### config.mk
export PLATFORM = sky130hd
export DESIGN_NAME = fifo_burst_reader_flat
export DESIGN_NICKNAME = d
export VERILOG_FILES = /design/src/rtl/fifo_burst_reader_if.sv /design/src/rtl/fifo_burst_reader.sv /design/src/flat_wrapper.sv
export SDC_FILE = /design/constraint.sdc
export NUM_CORES = 1
export LEC_CHECK = 0
export ABC_AREA = 1
export BUFFER_PORTS_ARGS = -buffer_cell sky130_fd_sc_hd__buf_2
export CAP_MARGIN = 20
export CORE_AREA = 4 4 76 78
export CTS_BUF_LIST = sky130_fd_sc_hd__clkbuf_16
export DETAILED_ROUTE_END_ITERATION = 10
export DIE_AREA = 0 0 80 82
export GPL_TIMING_DRIVEN = 0
export PLACE_DENSITY = 0.73
export SLEW_MARGIN = 20
export SYNTH_ARGS = -nofsm -noshare
export SYNTH_HDL_FRONTEND = slang
export SYNTH_SLANG_ARGS = --single-unit
export TNS_END_PERCENT = 10
### constraint.sdc
create_clock -name i_CLK -period 3.5 [get_ports i_CLK]
set_input_delay 0.175 -clock i_CLK [delete_from_list [all_inputs] [get_ports i_CLK]]
set_output_delay 0.175 -clock i_CLK [all_outputs]
set_load 0.02 [all_outputs]
### src/rtl/fifo_burst_reader_if.sv
// Stream and FIFO read-port bundle for fifo_burst_reader.
// Signal names are from the reader's side: i_* flow into the reader, o_* flow out of it.
//   i_FIFO_COUNT  FIFO occupancy
//   i_FIFO_DATA   FIFO read data, valid the cycle after o_FIFO_RD_EN
//   o_FIFO_RD_EN  FIFO read strobe
//   o_TDATA/o_TVALID/o_TLAST  stream payload, valid and end-of-burst marker
//   i_TREADY      stream ready from the consumer
interface fifo_burst_reader_if #(
  parameter int unsigned WIDTH = 8,
  parameter int unsigned CW    = 6
);
  logic [CW-1:0]    i_FIFO_COUNT;
  logic [WIDTH-1:0] i_FIFO_DATA;
  logic             o_FIFO_RD_EN;
  logic [WIDTH-1:0] o_TDATA;
  logic             o_TVALID;
  logic             i_TREADY;
  logic             o_TLAST;

  // Reader side
  modport master (
    input  i_FIFO_COUNT, i_FIFO_DATA, i_TREADY,
    output o_FIFO_RD_EN, o_TDATA, o_TVALID, o_TLAST
  );

  // FIFO plus stream-consumer side
  modport slave (
    output i_FIFO_COUNT, i_FIFO_DATA, i_TREADY,
    input  o_FIFO_RD_EN, o_TDATA, o_TVALID, o_TLAST
  );
endinterface

### src/rtl/fifo_burst_reader.sv
// Read-side master for a synchronous FIFO with 1-cycle read latency. Drains the FIFO in bursts
// of BURST_LEN words (or a shorter flush burst after FLUSH_TIMEOUT idle cycles with data
// waiting) and presents them as a valid/ready stream, o_TLAST marking each burst's last word.
// Ports:
//   i_CLK    clock, rising edge
//   i_RESET  synchronous reset, active-high
//   bus      fifo_burst_reader_if.master: FIFO count/data/rd_en and TDATA/TVALID/TREADY/TLAST
//   o_BUSY   burst in progress
//   o_FLUSH  1-cycle pulse in the first cycle of a timeout (partial) burst
module fifo_burst_reader #(
  parameter int unsigned WIDTH         = 8,
  parameter int unsigned DEPTH         = 32,
  parameter int unsigned BURST_LEN     = 4,
  parameter int unsigned FLUSH_TIMEOUT = 16
) (
  input  logic                i_CLK,
  input  logic                i_RESET,
  fifo_burst_reader_if.master bus,
  output logic                o_BUSY,
  output logic                o_FLUSH
);
  localparam int unsigned CW = $clog2(DEPTH) + 1;
  localparam int unsigned TW = $clog2(FLUSH_TIMEOUT) + 1;

  typedef enum logic {IDLE, BURST} state_t;

  state_t           r_state;
  state_t           w_state_nxt;
  logic             w_start;
  logic             w_flush_start;
  logic [CW-1:0]    w_len_nxt;

  logic [CW-1:0]    r_reads_left;
  logic [TW-1:0]    r_timer;
  logic             r_flush;
  logic             r_inflight;
  logic             r_inflight_last;

  // 3-entry in-order skid buffer
  logic [WIDTH-1:0] r_buf_data [0:2];
  logic             r_buf_last [0:2];
  logic [1:0]       r_wr_ptr;
  logic [1:0]       r_rd_ptr;
  logic [1:0]       r_occ;

  logic [CW-1:0]    w_count;
  logic             w_full;
  logic             w_timeout;
  logic             w_tvalid;
  logic             w_head_last;
  logic             w_xfer;
  logic             w_rd_en;

  function automatic logic [1:0] ptr_inc(input logic [1:0] p);
    return (p == 2'd2) ? 2'd0 : p + 2'd1;
  endfunction

  assign w_count     = bus.i_FIFO_COUNT;
  assign w_full      = (w_count >= CW'(BURST_LEN));
  assign w_timeout   = (w_count != '0) && (r_timer == TW'(FLUSH_TIMEOUT - 1));
  assign w_tvalid    = (r_occ != 2'd0);
  assign w_head_last = w_tvalid & r_buf_last[r_rd_ptr];
  assign w_xfer      = w_tvalid & bus.i_TREADY;

  // Read only while the buffer plus the word in flight leave room; registers only, no TREADY path
  assign w_rd_en = (r_state == BURST) && (r_reads_left != '0) &&
                   ((3'(r_occ) + 3'(r_inflight)) <= 3'd2);

  assign bus.o_FIFO_RD_EN = w_rd_en;
  assign bus.o_TDATA      = r_buf_data[r_rd_ptr];
  assign bus.o_TVALID     = w_tvalid;
  assign bus.o_TLAST      = w_head_last;
  assign o_BUSY           = (r_state == BURST);
  assign o_FLUSH          = r_flush;

  // Next-state: full burst has priority over a timeout flush
  always_comb begin
    w_state_nxt   = r_state;
    w_start       = 1'b0;
    w_flush_start = 1'b0;
    w_len_nxt     = r_reads_left;
    case (r_state)
      IDLE: begin
        if (w_full) begin
          w_state_nxt = BURST;
          w_start     = 1'b1;
          w_len_nxt   = CW'(BURST_LEN);
        end else if (w_timeout) begin
          w_state_nxt   = BURST;
          w_start       = 1'b1;
          w_flush_start = 1'b1;
          w_len_nxt     = w_count;
        end
      end
      BURST: begin
        if (w_xfer && w_head_last) w_state_nxt = IDLE;
      end
      default: w_state_nxt = IDLE;
    endcase
  end

  // State, timer, read counter and skid buffer
  always_ff @(posedge i_CLK) begin
    if (i_RESET) begin
      r_state         <= IDLE;
      r_flush         <= 1'b0;
      r_reads_left    <= '0;
      r_timer         <= '0;
      r_inflight      <= 1'b0;
      r_inflight_last <= 1'b0;
      r_wr_ptr        <= 2'd0;
      r_rd_ptr        <= 2'd0;
      r_occ           <= 2'd0;
      for (int i = 0; i < 3; i++) begin
        r_buf_data[i] <= '0;
        r_buf_last[i] <= 1'b0;
      end
    end else begin
      r_state <= w_state_nxt;
      r_flush <= w_flush_start;

      if (w_start)      r_reads_left <= w_len_nxt;
      else if (w_rd_en) r_reads_left <= r_reads_left - CW'(1);

      if ((r_state != IDLE) || w_start || (w_count == '0)) r_timer <= '0;
      else                                                  r_timer <= r_timer + TW'(1);

      // Last read of the burst carries the TLAST marker into the buffer
      r_inflight      <= w_rd_en;
      r_inflight_last <= w_rd_en && (r_reads_left == CW'(1));

      if (r_inflight) begin
        r_buf_data[r_wr_ptr] <= bus.i_FIFO_DATA;
        r_buf_last[r_wr_ptr] <= r_inflight_last;
        r_wr_ptr             <= ptr_inc(r_wr_ptr);
      end
      if (w_xfer) r_rd_ptr <= ptr_inc(r_rd_ptr);
      r_occ <= r_occ + 2'(r_inflight) - 2'(w_xfer);
    end
  end
endmodule

### src/flat_wrapper.sv
// flat-port wrapper written by rule: the top's interface ports become plain ports
module fifo_burst_reader_flat 
#(
  parameter int unsigned WIDTH         = 8,
  parameter int unsigned DEPTH         = 32,
  parameter int unsigned BURST_LEN     = 4,
  parameter int unsigned FLUSH_TIMEOUT = 16
)
  (i_CLK, i_RESET, o_BUSY, o_FLUSH, bus_i_FIFO_COUNT, bus_i_FIFO_DATA, bus_i_TREADY, bus_o_FIFO_RD_EN, bus_o_TDATA, bus_o_TVALID, bus_o_TLAST);
  fifo_burst_reader_if #(.WIDTH(WIDTH), .CW(($clog2(DEPTH) + 1))) bus_i ();
  input  logic i_CLK;
  input  logic i_RESET;
  output logic o_BUSY;
  output logic o_FLUSH;
  input wire logic [$bits(bus_i.i_FIFO_COUNT)-1:0] bus_i_FIFO_COUNT;
  input wire logic [$bits(bus_i.i_FIFO_DATA)-1:0] bus_i_FIFO_DATA;
  input wire logic [$bits(bus_i.i_TREADY)-1:0] bus_i_TREADY;
  output wire logic [$bits(bus_i.o_FIFO_RD_EN)-1:0] bus_o_FIFO_RD_EN;
  output wire logic [$bits(bus_i.o_TDATA)-1:0] bus_o_TDATA;
  output wire logic [$bits(bus_i.o_TVALID)-1:0] bus_o_TVALID;
  output wire logic [$bits(bus_i.o_TLAST)-1:0] bus_o_TLAST;
  assign bus_i.i_FIFO_COUNT = bus_i_FIFO_COUNT;
  assign bus_i.i_FIFO_DATA = bus_i_FIFO_DATA;
  assign bus_i.i_TREADY = bus_i_TREADY;
  assign bus_o_FIFO_RD_EN = bus_i.o_FIFO_RD_EN;
  assign bus_o_TDATA = bus_i.o_TDATA;
  assign bus_o_TVALID = bus_i.o_TVALID;
  assign bus_o_TLAST = bus_i.o_TLAST;
  fifo_burst_reader #(.WIDTH(WIDTH), .DEPTH(DEPTH), .BURST_LEN(BURST_LEN), .FLUSH_TIMEOUT(FLUSH_TIMEOUT)) u_core (.i_CLK(i_CLK), .i_RESET(i_RESET), .bus(bus_i), .o_BUSY(o_BUSY), .o_FLUSH(o_FLUSH));
endmodule
==> metrics <==
outcome=complete, no violations; power share of the sequential group=a little under two fifths; cell accounting for the most synthesized area=edfxtp_1; die area=~0.0066 sq mm; hpwl dp=around 3700 um; most frequent cells after synthesis=nor2_1, edfxtp_1, inv_1, nand2_1, dfxtp_1; fill count=between 400 and 500; Gate power share=approximately a quarter; Compound-Gate Fraction of Synth Area=around 9%; Synth Area per Inst=9.39 sq um; largest family of logic cells by synthesized area=simple AND/OR/NAND/NOR gates; Least-Margin Pin Slew=roughly 0.71 ns; reg2reg path depth=10; Most used DFF post-synth=edfxtp_1; Clock Tree Buf Depth=2; WP data arrival=~1.8 ns; FFs w/ async S/R, synth=0%; Switching Power=between 700 and 800 uW; Die Wd=80 um; Adder-Cell Fraction of Synth Area=under 10%; # DRC=0; first drt pass iteration count=4; Max-cap violations=0; Wirelength per Cell=approximately 13 um; Total GRT Usage=about a fifth; final net count=357; post-synthesis cell count=289; switching share of power=about a third; H-Tree Depth=3; Leak Pwr=0.00143 uW; RSZ-0062 raised after global routing=false; Post-CTS Setup Bufs=0; TritonCTS buffer count=9; Total Wirelength=~5400 um; placed cell count=about 390; initial antenna violation count=0; Crit. End Element=output pin; R2R Setup Slk=1.73 ns; synthesized flop and latch total=approximately 60; GRT overflow=0; Post-synth EDFFs=36; clk root buf=clkbuf_16; largest net degree at the start of global routing=11; most frequent cell after synthesis=nor2_1; Max IR drop VDD=0.000361 V; I/O Pins=30; relative slew slack=51.9%; critical path endpoint=bus_o_FIFO_RD_EN; Crit path required time=approximately 3.3 ns; PwrDens=692 mW/mm^2; hold buffers post-CTS=0; Initial Utilization=between 50% and 60%; via count=2049; Internal Power=1530 uW; sequential area share after synthesis=between 50% and 60%; Tcrit/Tclk final=a little under three fifths; achievable frequency=about 500 MHz; row count=26; I/O Buffers=29; Max Slew Vio Count=0; Area Overhead vs Synth=19.4%; setup_tns=0 ns; core area=about 0.0051 sq mm; share of the synthesized area in the top cell type=roughly 40%; Chip Height=roughly 80 um; Post-Synthesis Net Count=roughly 320; CP Class=reg2out; Final Hold Fails=0; worst setup path start=u_core.r_inflight$_SDFF_PP0_; Unique masters post-synth=35; post-route ant nets=0; Clk pwr share=a little under two fifths; Resized cells post-CTS=0; Finished Layout Cells=405; Hold WC Path Type=in2reg; critical path launch point type=register; Max FO, Critical Path=6; Post-Syn Area=0.00271 sq mm; clock transition at the registers of the reported paths=approximately 0.050 ns; fin crit period=around 2.0 ns; # diodes=0; CTS tree=built; Synth Warn #=0; DRT iter0 DRCs=99; # setup viols final=0; mux contribution to synthesized area=0%; top post-synthesis cells by area=edfxtp_1, dfxtp_1, nor2_1; r2r startpoint=u_core.r_occ[1]$_SDFF_PP0_; share of cells above drive strength 1=20.3%; reg2reg end=u_core.r_occ[1]$_SDFF_PP0_; vias in the first global route=2007; xor-xnor portion of the synthesized cell area=1.29%; simple-gate share of the synthesized area=between 20% and 30%; Sink Count=between 50 and 60; first-pass GRT wire length=between 9000 and 10000 um; gpl congestion=between 0.8 and 0.9; vias per cell=a little over 5; Hold WS=roughly 0.041 ns; skew final=~0.0043 ns; Skew-Pair Late Insertion Delay=0.32 ns
-- sequential cells by signal (all words and copies together), names as in the netlist, named ones only --
register,flops
u_core.r_rd_ptr,2
u_core.r_inflight_last,1
u_core.r_wr_ptr,2
u_core.r_timer,5
u_core.o_BUSY,1
u_core.o_FLUSH,1
u_core.r_occ,2
u_core.r_reads_left,6
u_core.r_buf_last,4
u_core.r_buf_data,32
u_core.r_inflight,1
-- stage by stage --
step	power, uW	utilization [%]	setup slack [ns]	instance area, sq um
3_5_place_dp	1440	58.3	1.62	2960
5_1_grt	2370	63.8	1.34	3240
6_report	2240	63.8	1.49	3240
2_1_floorplan	1260	-	1.70	2710
4_1_cts	2260	63.8	1.47	3240
3_3_place_gp	1420	58.0	0.706	2950
-- cell families (layout without fill, tap and decap cells) --
logic type	Yosys count	count (layout)
and+or+nand+nor	126	126
buffers and inverters	49	95
adders and majority gates	10	10
DFF	59	59
AOI/OAI and AO/OA	41	41
xor gates and xnor gates	4	4
-- worst max-delay path, cell delays in order, from the launching register on --
cell and delay (ns):
dfxtp_1 0.38, ha_1 0.19, inv_1 0.05, ha_1 0.26, nand3_1 0.07, nand2_1 0.12, inv_1 0.08, nor2_4 0.17
buf_2 0.19
-- metal layers --
metal,routed length (um),up-vias,global-route usage [%],part of all wire (%)
met5,0,-,0,0
met4,59,0,6.08,1.1
met2,2740,46,32.5,51
li1,-,1040,-,-
met3,248,7,7.57,4.6
met1,2340,956,21.2,43
-- how the worst min path moves through the flow --
stage,start,endpoint,slack [ns],cells past startpoint
after global placement,bus_i_FIFO_DATA[7],u_core.r_buf_data[3][7]$_DFFE_PP_,0.37,1
after detailed placement,bus_i_FIFO_DATA[3],u_core.r_buf_data[3][3]$_DFFE_PP_,0.37,1
after floorplan,bus_i_FIFO_DATA[0],u_core.r_buf_data[3][0]$_DFFE_PP_,0.27,0
after global routing,bus_i_FIFO_DATA[6],u_core.r_buf_data[3][6]$_DFFE_PP_,0.03,1
after CTS,bus_i_FIFO_DATA[6],u_core.r_buf_data[3][6]$_DFFE_PP_,0.03,1
final,bus_i_FIFO_DATA[7],u_core.r_buf_data[3][7]$_DFFE_PP_,0.04,1
-- power by group through the flow --
stage,logic [uW],clock network (uW),registers [uW]
floorplan,428,0,831
global placement,585,0,835
detailed placement,598,0,838
CTS,603,834,824
global route,669,869,831
finish,596,822,824
-- placed cells by master, fill, tap and decap left out, types with 2 or more instances in the layout --
cell type and instances:
a21oi_1 8, buf_2 34, clkbuf_16 9, clkinv_1 2, clkinv_2 2, dfxtp_1 23
edfxtp_1 36, ha_1 10, inv_1 39, inv_2 5, nand2_1 30, nand2_2 2
nand3_1 15, nand3_2 3, nand4_1 2, nor2_1 58, nor2_2 4, nor3_1 5
o21ai_0 18, o22ai_1 8, o31ai_1 2, xnor2_1 2, xor2_1 2
-- area by class of cell --
cell class | count | area [sq um] | share of cell area (%)
flip-flops and latches | 59 | 1540 | 47.6
plain buffers | 7 | 33.8 | 1.04
clock inverters | 7 | 55.1 | 1.70
clock buffers | 9 | 225 | 6.95
repair buffers | 30 | 153 | 4.71
multi-input cells | 181 | 986 | 30.4
well taps | 70 | 87.6 | 2.70
inverters | 42 | 158 | 4.87
Power figures use the tool's default switching activity.
